`src/rtl/expu_pkg.sv`:
```
// Shared widths, constants and result type for the Schraudolph bfloat16 exp unit.
package expu_pkg;

  localparam int unsigned EXP_W  = 8;
  localparam int unsigned MANT_W = 7;
  localparam int unsigned BIAS   = 127;
  localparam int unsigned INT_W  = 9;
  localparam int unsigned FIX_W  = INT_W + MANT_W;

  // floor(log2(e) * 2^31); narrower constants are right shifts of this value
  localparam logic [31:0] LOG2E_Q31 = 32'hB8AA3B29;

  typedef struct packed {
    logic [EXP_W-1:0]  exp;
    logic [MANT_W-1:0] mant;
  } bf16_mag_t;

  localparam bf16_mag_t RES_ZERO = '{exp: '0, mant: '0};
  localparam bf16_mag_t RES_INF  = '{exp: '1, mant: '0};
  localparam bf16_mag_t RES_NAN  = '{exp: '1, mant: 7'h40};

  function automatic logic [31:0] log2e_const(input int unsigned frac);
    return LOG2E_Q31 >> (31 - frac);
  endfunction

endpackage

```
`src/rtl/expu_log2e_mult.sv`:
```
// Combinational S*log2(e) multiply and exponent-driven shift to a Q9.7 magnitude.
module expu_log2e_mult
  import expu_pkg::*;
#(
  parameter int unsigned A_FRACTION = 14
) (
  input  logic [EXP_W-1:0]  i_exp,
  input  logic [MANT_W-1:0] i_mant,
  output logic [FIX_W-1:0]  o_mag,
  output logic              o_sat
);

  localparam int unsigned    A_W     = A_FRACTION + 1;
  localparam int unsigned    P_W     = MANT_W + 1 + A_W;
  localparam logic [A_W-1:0] A_CONST = A_W'(log2e_const(A_FRACTION));

  logic [MANT_W:0] w_sig;
  logic [P_W-1:0]  w_prod;
  logic [9:0]      w_shift;

  assign w_sig   = {1'b1, i_mant};
  assign w_prod  = P_W'(w_sig) * P_W'(A_CONST);
  // Right shift of A_FRACTION - k; very small exponents shift every bit out
  assign w_shift = 10'(A_FRACTION + BIAS) - 10'(i_exp);

  assign o_sat = (i_exp >= EXP_W'(BIAS + INT_W - 1));
  assign o_mag = (i_exp == '0) ? '0 : FIX_W'(w_prod >> w_shift);

endmodule

```
`src/rtl/expu_schraudolph.sv`:
```
// bfloat16 e^x via Schraudolph's 2^I*(1+F) trick, one-cycle registered output.
// Optional EXPU_SCHRAUDOLPH_NAN_EN decodes NaN inputs to a quiet NaN result.
module expu_schraudolph
  import expu_pkg::*;
#(
  parameter int unsigned A_FRACTION = 14
) (
  input  logic        clk_i,
  input  logic        rst_i,
  input  logic        valid_i,
  input  logic [15:0] float_i,
  output logic        valid_o,
  output logic [7:0]  exponent_o,
  output logic [6:0]  mantissa_o
);

  logic                     w_sign;
  logic [EXP_W-1:0]         w_exp;
  logic [MANT_W-1:0]        w_mant;
  logic [FIX_W-1:0]         w_mag;
  logic                     w_sat;
  logic signed [FIX_W:0]    w_z;
  logic signed [9:0]        w_int;
  logic signed [9:0]        w_biased;
  bf16_mag_t                w_res;

  logic                     r_valid;
  bf16_mag_t                r_res;

  assign {w_sign, w_exp, w_mant} = float_i;

  expu_log2e_mult #(.A_FRACTION(A_FRACTION)) u_mult (
    .i_exp  (w_exp),
    .i_mant (w_mant),
    .o_mag  (w_mag),
    .o_sat  (w_sat)
  );

  assign w_z      = w_sign ? -$signed({1'b0, w_mag}) : $signed({1'b0, w_mag});
  // Upper bits of the two's-complement value are the floored integer part
  assign w_int    = w_z[FIX_W:MANT_W];
  assign w_biased = w_int + $signed(10'(BIAS));

  always_comb begin
    w_res = '{exp: w_biased[EXP_W-1:0], mant: w_z[MANT_W-1:0]};
    if (w_sat) begin
      w_res = w_sign ? RES_ZERO : RES_INF;
    end else if (w_biased <= 10'sd0) begin
      w_res = RES_ZERO;
    end else if (w_biased >= 10'sd255) begin
      w_res = RES_INF;
    end
`ifdef EXPU_SCHRAUDOLPH_NAN_EN
    if ((w_exp == '1) && (w_mant != '0)) begin
      w_res = RES_NAN;
    end
`endif
  end

  always_ff @(posedge clk_i or posedge rst_i) begin
    if (rst_i) begin
      r_valid <= 1'b0;
      r_res   <= RES_ZERO;
    end else begin
      r_valid <= valid_i;
      if (valid_i) begin
        r_res <= w_res;
      end
    end
  end

  assign valid_o    = r_valid;
  assign exponent_o = r_res.exp;
  assign mantissa_o = r_res.mant;

endmodule

```
`config.mk`:
```
export PLATFORM = sky130hd
export DESIGN_NAME = expu_schraudolph
export DESIGN_NICKNAME = d
export VERILOG_FILES = /design/src/rtl/expu_pkg.sv /design/src/rtl/expu_log2e_mult.sv /design/src/rtl/expu_schraudolph.sv
export SDC_FILE = /design/constraint.sdc
export NUM_CORES = 1
export LEC_CHECK = 0
export ABC_CLOCK_PERIOD_IN_PS = 800
export BUFFER_PORTS_ARGS = -buffer_cell sky130_fd_sc_hd__clkbuf_2
export CAP_MARGIN = 20
export CELL_PAD_IN_SITES_DETAIL_PLACEMENT = 0
export CELL_PAD_IN_SITES_GLOBAL_PLACEMENT = 2
export CORE_MARGIN = 1
export CORE_UTILIZATION = 35
export DETAILED_ROUTE_END_ITERATION = 12
export GPL_TIMING_DRIVEN = 0
export HOLD_SLACK_MARGIN = 0.03
export PLACE_DENSITY = 0.83
export SETUP_SLACK_MARGIN = 0.5
export SYNTH_ARGS = -nofsm -noshare
export SYNTH_HDL_FRONTEND = slang
export SYNTH_SLANG_ARGS = --single-unit
```
`constraint.sdc`:
```
create_clock -name clk_i -period 0.8 [get_ports clk_i]
set_input_delay 0.08 -clock clk_i [delete_from_list [all_inputs] [get_ports clk_i]]
set_output_delay 0.08 -clock clk_i [all_outputs]
set_load 0.02 [all_outputs]
```
* Yosys cells after proc, flatten, opt, wreduce, memory -nomap -nowiden
Cells that the tools add are included.
** Word-level totals
- Bits in registers :: 16
- Bits of input ports :: 19
- Output and inout bits :: 16
- Logic and storage cells :: 18
** Operators by class
- $add $sub $neg :: 3
- Multiply operators :: 1
- $lt $le $gt $ge :: 3
- Shift-type cells :: 1
- Multiplexer cells :: 6
- Reduce and logical (&&, ||, !) cells :: 1
** Operator list (count)
- $mux W15 :: 4
- $mul A8 B15 Y23 const B :: 1
- $shr A23 B10 Y16 :: 1
- $mux W17 :: 1
- $neg A16 Y17 :: 1
- $mux W16 :: 1
- $add A10 B8 Y10 const B :: 1
- $ge A10 B9 Y1 const B :: 1
- $le A10 B1 Y1 const B :: 1
- $sub A8 B8 Y9 const A :: 1
- $ge A8 B8 Y1 const B :: 1
- $logic_not A8 Y1 :: 1

* Longest topological paths before layout
Gate-level depths: netlist (run 1).
- Depth after elaboration :: 10
- Mapped depth :: 32
- Gate-level depth less buffers :: 31

* Hierarchy
A second synthesis (run 1) with hierarchy kept.
** Second synthesis, totals
- Cell total of the unflattened synthesis :: 681
- Area, all modules :: 5452.7 µm²
** By module, submodules not included
- expu_log2e_mult :: times used 1, cells an instance 495, area each 3799.9 µm², seq. area each 0.0 µm²
- expu_schraudolph :: times used 1, cells an instance 186, area each 1652.8 µm², seq. area each 400.4 µm²

* Worst setup path before layout (run 1)
OpenSTA, ideal clock, no wires.
- Kind :: input-to-reg
- Start point :: in float_i[2]
- End point :: reg r_res, in the netlist exponent_o[5]
- Setup time :: 0.125 ns
- Arrival time :: 7.498 ns
- Required time :: 0.675 ns
- Path slack :: -6.823 ns
- Cell stages on the path :: 32
- Buffers on the path :: 1
- Cell sequence :: ha_1 > inv_1 > fa_1 > inv_1 > fa_1 > inv_1 > fa_1 > inv_1 > ha_1 > and4_1 > and3_1 > a21boi_4 > or4_1 > buf_2 > and3_1 > o41ai_2 > a21boi_1 > o21ai_4 > ha_1 > nand4_2 > nor2_1 > a21oi_1 > xnor2_1 > ha_1 > or3_1 > nor4_1 > nor4_2 > xnor2_1 > or4bb_1 > or4_4 > a21oi_4 > nor2_2
** On the way
- Longest elaborated chain between the ends :: 10
- Elaborated cells on any way between the ends :: 11
- Those cells by class :: add/sub (2); mul (1); order compare (2); shift (1); mux (5)
** RTL lines
- start: declaration :: line expu_schraudolph.sv:11 : input logic [15:0] float_i,
- $mul A8 B15 Y23 * :: line expu_log2e_mult.sv:22 : assign w_prod = P_W'(w_sig) * P_W'(A_CONST);
- $shr A23 B10 Y16 * :: line expu_log2e_mult.sv:27 : assign o_mag = (i_exp == '0) ? '0 : FIX_W'(w_prod >> w_shift);
- $mux W16 * :: line expu_log2e_mult.sv:27
- $neg A16 Y17 :: line expu_schraudolph.sv:39 : assign w_z = w_sign ? -$signed({1'b0, w_mag}) : $signed({1'b0, w_mag});
- $mux W17 * :: line expu_schraudolph.sv:39
- $add A10 B8 Y10 * :: line expu_schraudolph.sv:42 : assign w_biased = w_int + $signed(10'(BIAS));
- $ge A10 B9 Y1 :: line expu_schraudolph.sv:50 : end else if (w_biased >= 10'sd255) begin
- $mux W15 :: line expu_schraudolph.sv:50
- $mux W15 * :: line expu_schraudolph.sv:48 : end else if (w_biased <= 10'sd0) begin
- $mux W15 * :: line expu_schraudolph.sv:46 : if (w_sat) begin
- end signal: assignment :: line expu_schraudolph.sv:67 : r_res <= w_res;
- end: declaration :: line expu_schraudolph.sv:28 : bf16_mag_t r_res;
Mark *: on every way between the ends. The rest lies on a longest branch, timed or not.
A chain may end at the register's enable or synchronous reset.

* Worst setup path after layout (run 1)
- Start point :: in float_i[4]
- End point :: reg r_res, in the netlist exponent_o[5]
Same word-level chain as after synthesis.

==> results of run 1 <==
[cell usage in the layout, fill, tap and decap left out, drive strengths merged, types with 9 or more instances in the layout]
cell | netlist | final
a41oi | 9 | 9
nand2 | 63 | 63
a31oi | 10 | 10
and3 | 16 | 16
nand3 | 45 | 45
a21oi | 48 | 48
inv | 58 | 55
xor2 | 10 | 10
ha | 63 | 63
a211oi | 16 | 16
buf | 19 | 86
xnor2 | 22 | 22
o21ai | 30 | 30
o211ai | 10 | 10
o22ai | 11 | 11
and2 | 14 | 14
mux2i | 10 | 10
nor2 | 55 | 55
fa | 22 | 22
nand4 | 14 | 14
dfrtp | 16 | 16
clkbuf | 13 | 32
nor3 | 20 | 20
[cells by family (layout without fill, tap and decap cells)]
family	after synthesis	after routing	synth area share, %
AO/OA/AOI/OAI	249	249	34.5
XOR/XNOR	32	32	4.81
adder cells (fa/ha/maj)	85	85	20.5
buffers and inverters	92	178	6.33
flip-flops	16	16	6.69
multiplexers	15	15	2.61
AND/OR/NAND/NOR	275	275	24.5
[cell type report]
type	count	area (um^2)	share of cell area [%]
buffer	32	169	2.24
clock buffer	4	88.8	1.18
inverter	60	236	3.13
multi-input combinational	656	5640	74.6
sequential	16	417	5.52
tap	220	275	3.64
timing repair buffer	82	731	9.67
[stage by stage]
stage / area (um^2) / instances / utilization, % / power (W)
6_report: 7550 / 1070 / 45.4 / 0.0174
5_1_grt: 7550 / 1070 / 45.4 / 0.0187
4_1_cts: 7260 / 1059 / 43.6 / 0.0162
3_5_place_dp: 6520 / 1015 / 39.2 / 0.0134
3_3_place_gp: 6520 / 1015 / 39.2 / 0.0133
2_1_floorplan: 6090 / 764 / - / 0.0103
[registers in the layout (all words and copies together) (netlist names)]
register / flops
mantissa_o: 7
valid_o: 1
exponent_o: 8
[power groups by stage]
stage	combinational (W)	sequential (W)	clock [W]
after floorplan	0.00897	0.00131	0
after global placement	0.0122	0.00110	0
after detailed placement	0.0123	0.00112	0
after CTS	0.0140	0.00111	0.00109
after global routing	0.0164	0.00116	0.00112
final	0.0152	0.00114	0.00107
[worst max path at each step]
stage | endpoint | cells past startpoint | startpoint | slack, ps
floorplan | exponent_o[0] | 32 | float_i[2] | -6440
global placement | exponent_o[0] | 29 | float_i[4] | -7800
detailed placement | exponent_o[3] | 31 | float_i[4] | -7790
CTS | exponent_o[2] | 33 | float_i[4] | -6550
global route | exponent_o[5] | 31 | float_i[2] | -6770
finish | exponent_o[5] | 29 | float_i[4] | -6530
[what timing repair did]
item / 4_1_cts / 5_1_grt
buffers inserted: 40 / 11
resized for setup: 67 / 71
pin swaps: 44 / 16
setup endpoints to repair: 31 / 31
endpoints found under the hold margin: 17 / 17
[per-layer routing]
layer  wire length, um  vias up  track usage (%)
met3              1370       33             2.38
met2             10200      227             41.3
li1                  -     3090                -
met5                 0        -                0
met1             11000     3258             37.8
met4               453        0             5.56
==> summary.txt, run 1 <==
Status = finished, violations left
Failing checks = hold timing, setup timing
DRT antenna net count = 0
FILL cells = 1685
Top post-synthesis cells by area = ha_1 (13%), fa_1 (7.4%), dfrtp_1 (6.7%)
Die area = 17600 um^2
RSZ-0062 raised after global routing = true
Antenna cells = 0
Setup tns final = -96560 ps
NetSw = 0.00948 W
Syn_area_per_cell = 7.84 um^2
Yosys warnings = 0
Pwr dens = 2310 nW/um^2
Worst Path Buf+Inv = 5
Synthesis-to-layout area growth = 26.2%
Worst hold path class = input port to asynchronous set/reset pin
Crit start category = input port
Routed Wire Length = 23.0 mm
Flops & latches, synth = 16
GR Util All Layers = 26.0%
Final setup fails = 31
Hpwl dp = 18.5 mm
Gate power share = 87.3%
Leak pwr = 3.01 nW
Post-Place Setup Slack = -7790 ps
Die width = 133 um
Reg power frac = 6.5%
Total of max-cap violations = 0
Total internal power = 0.00795 W
Worst r2r dst = exponent_o[2]
Final Critical Period = 7330 ps
Cts bufs inserted = 3
Nets@finish = 955
Worst VDD drop = 1.63 mV
Clock sink count = 16
DRT Pass-1 Iters = 5
Routed vias/inst = 6.18
Final Hold Viols = 17
Core Area = 16600 um^2
Reg clk slew, reported paths = 50 ps
CTS Buffer Depth = 2
Clock Latency Late Sink = 250 ps
I/O Buffers = 31
Share of the synthesized area in the top cell type = 13.2%
Crit-path max FO = 6
DRC = 0
Synth Cell Area = 5990 um^2
I/O pins = 35
Worst EP arrival = 7460 ps
Critical Path RT = 930 ps
Initial Util = 36.0%
Most frequent cell after synthesis = ha_1
Vias in the first global route = 6421
Crit-path leading delay family = simple AND/OR/NAND/NOR gates
Initial antenna violation count = 0
Proportion of layout cells with a drive suffix above 1 = 29.6%
FP Rows = 47
Hold Slack = -201 ps
Routed vias = 6608
Worst Tran Pin Value = 1040 ps
Worst reg-to-reg path cell count = 3
CTS Root Cell = clkbuf_16
DR WL/cell = 21.5 um
Slowest cell on crit path = nor4_1
Final slew viol count = 0
Ys async rst share = 100%
Commonest cells post-synth = ha_1 (63), nand2_1 (61), inv_1 (58), nor2_1 (51)
Worst slew margin = 30.7%
Post-synth top flop = dfrtp_1
Final period util = 916%
TritonCTS clock tree = done
Sequential area share after synthesis = 6.69%
Clock Skew = 0 ps
Final RePlAce weighted congestion = 0.955
R2R Setup Slk = -40 ps
Clock power frac = 6.1%
Gr ovfl total = 0
Syn Nets = 868
Maximum clock rate = 136 MHz
Switching share of power = 54.4%
Final WS setup = -6530 ps
Crit end category = register
Largest net degree at the start of global routing = 17
Distinct cell type count after synthesis = 103
First-pass GRT wire length = 36.1 mm
H-tree depth = 1
Die height = 133 um
Initial DRC count = 470
Slowest stage delay, CP = 830 ps
Mapped Cells = 764
Yosys top cell by area = ha_1
Worst R2R Start = exponent_o[2]
Number of flops mapped to enable cells by yosys = 0
Crit Path Class = input port to register
Note: power is estimated with default switching activity, not from simulation.
==> run 2, diff against run 1 <==
==> constraint.sdc (replaced) <==
create_clock -name clk_i -period 0.8 [get_ports clk_i]
set_input_delay 0.08 -clock clk_i [delete_from_list [all_inputs] [get_ports clk_i]]
set_output_delay 0.08 -clock clk_i [all_outputs]
set_load 0.05 [all_outputs]
==> summary.txt, run 2 (synthesized netlist as in run 1, its figures left out) <==
Final Cell Area = 7770 um^2 (+2.9%)
Crit-path leading delay family = simple AND/OR/NAND/NOR gates
DR WL/cell = 21.3 um (-0.85%)
Worst EP arrival = 7380 ps (-80 ps)
I/O Buffers = 31 (unchanged)
Core Area = 16600 um^2 (unchanged)
Initial antenna violation count = 0 (unchanged)
Synthesis-to-layout area growth = 29.8%
Final period util = 907% (-9.6 points)
Largest net degree at the start of global routing = 17 (unchanged)
Final Hold Viols = 17 (unchanged)
Routed vias = 6737 (+2.0%)
Worst VDD drop = 1.71 mV (+4.8%)
Worst hold path class = input port to asynchronous set/reset pin
Status = finished, violations left
GR Util All Layers = 26.1% (+0.12 points)
Maximum clock rate = 138 MHz (+1.1%)
Slowest stage delay, CP = 540 ps (-290 ps)
Final RePlAce weighted congestion = 0.976 (+2.1%)
RSZ-0062 raised after global routing = true
Initial Util = 36.0% (unchanged)
Worst Path Buf+Inv = 7 (+2)
I/O pins = 35 (unchanged)
Gr ovfl total = 0 (unchanged)
Hold Slack = -208 ps (-6.93 ps)
Initial DRC count = 571 (+21%)
Failing checks = hold timing, setup timing
DRT antenna net count = 0 (unchanged)
PnR Total Power = 0.0185 W (+6.3%)
Crit start category = input port
Critical Path RT = 920 ps (about the same)
CTS Buffer Depth = 2 (unchanged)
Crit Path Class = input port to register
Largest register FFs = 8 (unchanged)
Most used cell, CP = inv_2
Antenna cells = 0 (unchanged)
R2R Setup Slk = -80 ps (-40 ps)
Die height = 133 um (unchanged)
First-pass GRT wire length = 36.8 mm (+2.0%)
Final WS setup = -6450 ps (+76.8 ps)
Placed cell area = 6520 um^2 (about the same)
Proportion of layout cells with a drive suffix above 1 = 31.3% (+1.6 points)
Crit end category = register
Reg clk slew, reported paths = 50 ps (about the same)
TritonCTS clock tree = done
Worst slew margin = 33.5% (+2.8 points)
DRT Pass-1 Iters = 8 (+3)
Die width = 133 um (unchanged)
Pwr dens = 2380 nW/um^2 (+3.3%)
Nets@finish = 959 (+0.42%)
Clock sink count = 16 (unchanged)
Routed Wire Length = 22.9 mm (-0.48%)
Routed vias/inst = 6.27 (+1.6%)
Worst Tran Pin Value = 994 ps (-41.4 ps)
Final setup fails = 31 (unchanged)
Crit-path max FO = 7 (+1)
Clock Latency Late Sink = 250 ps (about the same)
Die area = 17600 um^2 (unchanged)
Final Critical Period = 7250 ps (-76.8 ps)
CTS Root Cell = clkbuf_16
Hpwl dp = 18.2 mm (-1.6%)
Final slew viol count = 0 (unchanged)
Clock Skew = 0 ps (unchanged)
Cts bufs inserted = 3 (unchanged)
Leak pwr = 3.07 nW (+2.1%)
FP Rows = 47 (unchanged)
Post-Place Setup Slack = -7890 ps (-99.9 ps)
Most frequent cells in the layout = nand2_1 (61), ha_1 (56), buf_4 (55)
Slowest cell on crit path = or4bb_1
Setup tns final = -96060 ps (+508 ps)
Vias in the first global route = 6734 (+4.9%)
Commonest non-fill, non-tap cell in the layout = nand2_1
Total of max-cap violations = 0 (unchanged)
H-tree depth = 1 (unchanged)
DRC = 0 (unchanged)
## run 2: cell types whose count changed in the layout (fill, tap and decap cells not counted), moves of 3 or more
cell	delta
buf_4	+7
buf_8	+10
clkbuf_16	+3
o21ai_1	+3
buf_6	-14
## run 2: per-stage QoR
stage	hold WS, ps	util, %	instances
2_1_floorplan	-93.2	-	764
3_3_place_gp	51.6	39.2	1015
3_5_place_dp	61.9	39.2	1015
4_1_cts	-200	45.0	1059
5_1_grt	-183	46.7	1074
6_report	-208	46.7	1074
## run 2: routing by layer
metal  GRT usage, %  wire, um  vias up
met4           7.02       534        0
li1               -         -     3109
met2           42.6     10500      274
met1           36.1     10300     3307
met5              0         0        -
met3           3.10      1520       47
## run 2: where the power goes
group | total (W) | leakage [nW] | switching [W] | internal (W)
Sequential | 0.00116 | 0.181 | 0.000155 | 0.00100
Clock | 0.00107 | 0.0442 | 0.000306 | 0.000759
Combinational | 0.0163 | 2.85 | 0.00970 | 0.00661
Total | 0.0185 | 3.07 | 0.0102 | 0.00837
## run 2: final cells by class
type	count	area, um^2
Sequential cell	16	418
Multi-Input combinational cell	656	5770
Inverter	60	236
Clock buffer	4	88.8
Fill cell	1597	8870
Buffer	32	170
Tap cell	220	275
Timing Repair Buffer	86	811
## run 2: what timing repair did
item	CTS	global route
endpoints found under the hold margin	17	17
cloned	0	0
buffers inserted	40	15
pin swaps	46	21
resized for setup	113	46
endpoints found under the setup margin	31	31
## run 2: final timing paths
check	from	to	cells past startpoint
max	float_i[4]	exponent_o[0]	32
min	rst_i	mantissa_o[6]	2
max reg2reg	exponent_o[5]	exponent_o[5]	3
min reg2reg	mantissa_o[4]	mantissa_o[4]	2
max in group asynchronous	rst_i	exponent_o[6]	2
min in group clk_i	valid_i	valid_o	1
==> run 3, diff against run 2 <==
--- a/config.mk
+++ b/config.mk
@@ -16,5 +16,5 @@
 export GPL_TIMING_DRIVEN = 0
 export HOLD_SLACK_MARGIN = 0.03
-export PLACE_DENSITY = 0.83
+export PLACE_DENSITY_LB_ADDON = 0.15
 export SETUP_SLACK_MARGIN = 0.5
 export SYNTH_ARGS = -nofsm -noshare
==> constraint.sdc (replaced) <==
create_clock -name clk_i -period 0.8 [get_ports clk_i]
set_input_delay 0.08 -clock clk_i [delete_from_list [all_inputs] [get_ports clk_i]]
set_output_delay 0.08 -clock clk_i [all_outputs]
set_load 0.01 [all_outputs]
==> summary.txt, run 3 (synthesized netlist as in run 1, its figures left out) <==
Status = finished, violations left
Failing checks = hold timing, setup timing
Final Critical Period = 7290 ps (+34.3 ps)
I/O Buffers = 31 (unchanged)
Initial antenna violation count = 0 (unchanged)
First-pass GRT wire length = 36.8 mm (about the same)
DRT antenna net count = 0 (unchanged)
Final setup fails = 30 (-3.2%)
FILL cells = 1673 (+4.8%)
Initial DRC count = 571 (unchanged)
Reg clk slew, reported paths = 50 ps (about the same)
Routed vias = 6735 (-0.030%)
Total of max-cap violations = 0 (unchanged)
DR WL/cell = 21.9 um (+2.5%)
Post-Route Utilization = 46.2% (-0.50 points)
Met1 Routed Length = 11.4 mm (+10%)
NetSw = 0.00975 W (-4.1%)
Worst EP arrival = 7390 ps (about the same)
FP Rows = 47 (unchanged)
Placed Instances = 1015 (unchanged)
Crit-path max FO = 7 (unchanged)
WL met3 = 1.34 mm (-12%)
Die width = 133 um (unchanged)
Proportion of layout cells with a drive suffix above 1 = 30.9% (-0.33 points)
CTS Buffer Depth = 2 (unchanged)
Cts bufs inserted = 3 (unchanged)
Nets@finish = 969 (+1.0%)
Largest register FFs = 8 (unchanged)
Worst r2r dst = exponent_o[3]
Maximum clock rate = 137 MHz (-0.47%)
Initial Util = 36.0% (unchanged)
CTS Root Cell = clkbuf_16
Crit start category = input port
Gr ovfl total = 0 (unchanged)
Clock Skew = 0 ps (unchanged)
Crit end category = register
Most used cell, CP = ha_4
Die area = 17600 um^2 (unchanged)
Most frequent cells in the layout = buf_4 (64), nand2_1 (60), ha_1 (55)
Met2 Wirelength = 10.4 mm (-0.56%)
Critical Path RT = 900 ps (-20 ps)
Worst Tran Pin Value = 1030 ps (+35.2 ps)
Switching share of power = 54.9% (about the same)
Commonest non-fill, non-tap cell in the layout = buf_4
Top Layer Used = met4
I/O pins = 35 (unchanged)
Reg power frac = 6.0% (-0.3 points)
Worst R2R Start = exponent_o[3]
Largest net degree at the start of global routing = 17 (unchanged)
Final Hold Viols = 17 (unchanged)
GR Util All Layers = 26.8% (+0.67 points)
Final period util = 911% (+4.3 points)
Final Cell Area = 7690 um^2 (-1.1%)
Routed vias/inst = 6.22 (-0.86%)
Worst hold path class = input port to asynchronous set/reset pin
Clock sink count = 16 (unchanged)
Die height = 133 um (unchanged)
Synthesis-to-layout area growth = 28.4%
Slowest cell on crit path = or4bb_1
Slowest stage delay, CP = 530 ps (about the same)
Antenna cells = 0 (unchanged)
DRC = 0 (unchanged)
Vias in the first global route = 6355 (-5.6%)
Total internal power = 0.00802 W (-4.1%)
Clock Latency Late Sink = 240 ps (about the same)
Crit Path Class = input port to register
TritonCTS clock tree = done
Gate power share = 88.7% (+0.7 points)
Routed Wire Length = 23.7 mm (+3.3%)
DRT Pass-1 Iters = 5 (-3)
H-tree depth = 1 (unchanged)
RSZ-0062 raised after global routing = true
R2R Setup Slk = -10 ps (+70 ps)
Finished Layout Cells = 1083 (+0.84%)
Leak pwr = 3.09 nW (+0.53%)
Final RePlAce weighted congestion = 0.894 (-8.4%)
Setup tns final = -95880 ps (+172 ps)
Clock power frac = 5.2% (-0.5 points)
Final WS setup = -6490 ps (-34.3 ps)
Hpwl dp = 19.1 mm (+5.0%)
Worst slew margin = 31.2% (-2.4 points)
Worst reg-to-reg path cell count = 3 (unchanged)
Placed cell area = 6500 um^2 (-0.27%)
Final slew viol count = 0 (unchanged)
Hold Slack = -202 ps (+6.35 ps)
Worst VDD drop = 1.16 mV (-32%)
Core Area = 16600 um^2 (unchanged)
Pwr dens = 2310 nW/um^2 (-3.1%)
[run 3: cell count changes in the layout (fill, tap and decap cells not counted), moves of 4 or more]
| cell | change |
|---|---|
| a21oi_1 | -4 |
| dfrtp_2 | -14 |
| buf_8 | -13 |
| buf_4 | +9 |
| dfrtp_1 | +14 |
| clkbuf_2 | +14 |
[run 3: repair_timing]
action | CTS | global route
pin swaps | 39 | 27
hold endpoints to repair | 17 | 17
gates resized for setup | 85 | 39
setup endpoints to repair | 31 | 31
gates cloned | 0 | 0
setup buffers | 41 | 24
[run 3: per-layer routing]
metal,vias up,GRT usage (%)
met4,0,6.51
met2,281,42.1
met3,33,1.99
li1,3130,-
met5,-,0
met1,3291,39.3
[run 3: critical path, delay by kind of cell]
kind	cells	cell delay, ps
buffers and inverters	6	480
AND/OR/NAND/NOR	10	2490
adder cells (fa/ha/maj)	7	2440
AO/OA/AOI/OAI	8	1410
XOR/XNOR	2	460
[run 3: metrics by stage]
stage | total power [W] | setup WS, ps
final | 0.0178 | -6490
after global routing | 0.0191 | -6700
after CTS | 0.0166 | -6510
after detailed placement | 0.0134 | -7810
after global placement | 0.0133 | -7700
after floorplan | 0.0101 | -6440
[run 3: worst max-delay path by stage]
stage,from,to,slack (ps),depth (start not counted)
2_1_floorplan,float_i[2],exponent_o[0],-6440,32
3_3_place_gp,float_i[4],exponent_o[0],-7700,31
3_5_place_dp,float_i[4],exponent_o[3],-7810,31
4_1_cts,float_i[2],exponent_o[3],-6510,33
5_1_grt,float_i[2],mantissa_o[2],-6700,32
6_report,float_i[2],exponent_o[3],-6490,33
[run 3: final cells by class]
| cell class | count | area, um^2 | area share [%] |
|---|---|---|---|
| inverter | 60 | 236 | 3.08 |
| sequential | 16 | 400 | 5.21 |
| tap | 220 | 275 | 3.58 |
| timing repair buffer | 96 | 709 | 9.23 |
| clock buffer | 3 | 75.1 | 0.976 |
| multi-input combinational | 656 | 5820 | 75.7 |
| buffer | 32 | 170 | 2.21 |
[run 3: power groups by stage]
stage	combinational, W	sequential (W)	clock, W
final	0.0158	0.00107	0.000932
after global routing	0.0170	0.00109	0.000981
after global placement	0.0122	0.00108	0
after CTS	0.0145	0.00107	0.000961
after floorplan	0.00897	0.00115	0
after detailed placement	0.0123	0.00109	0
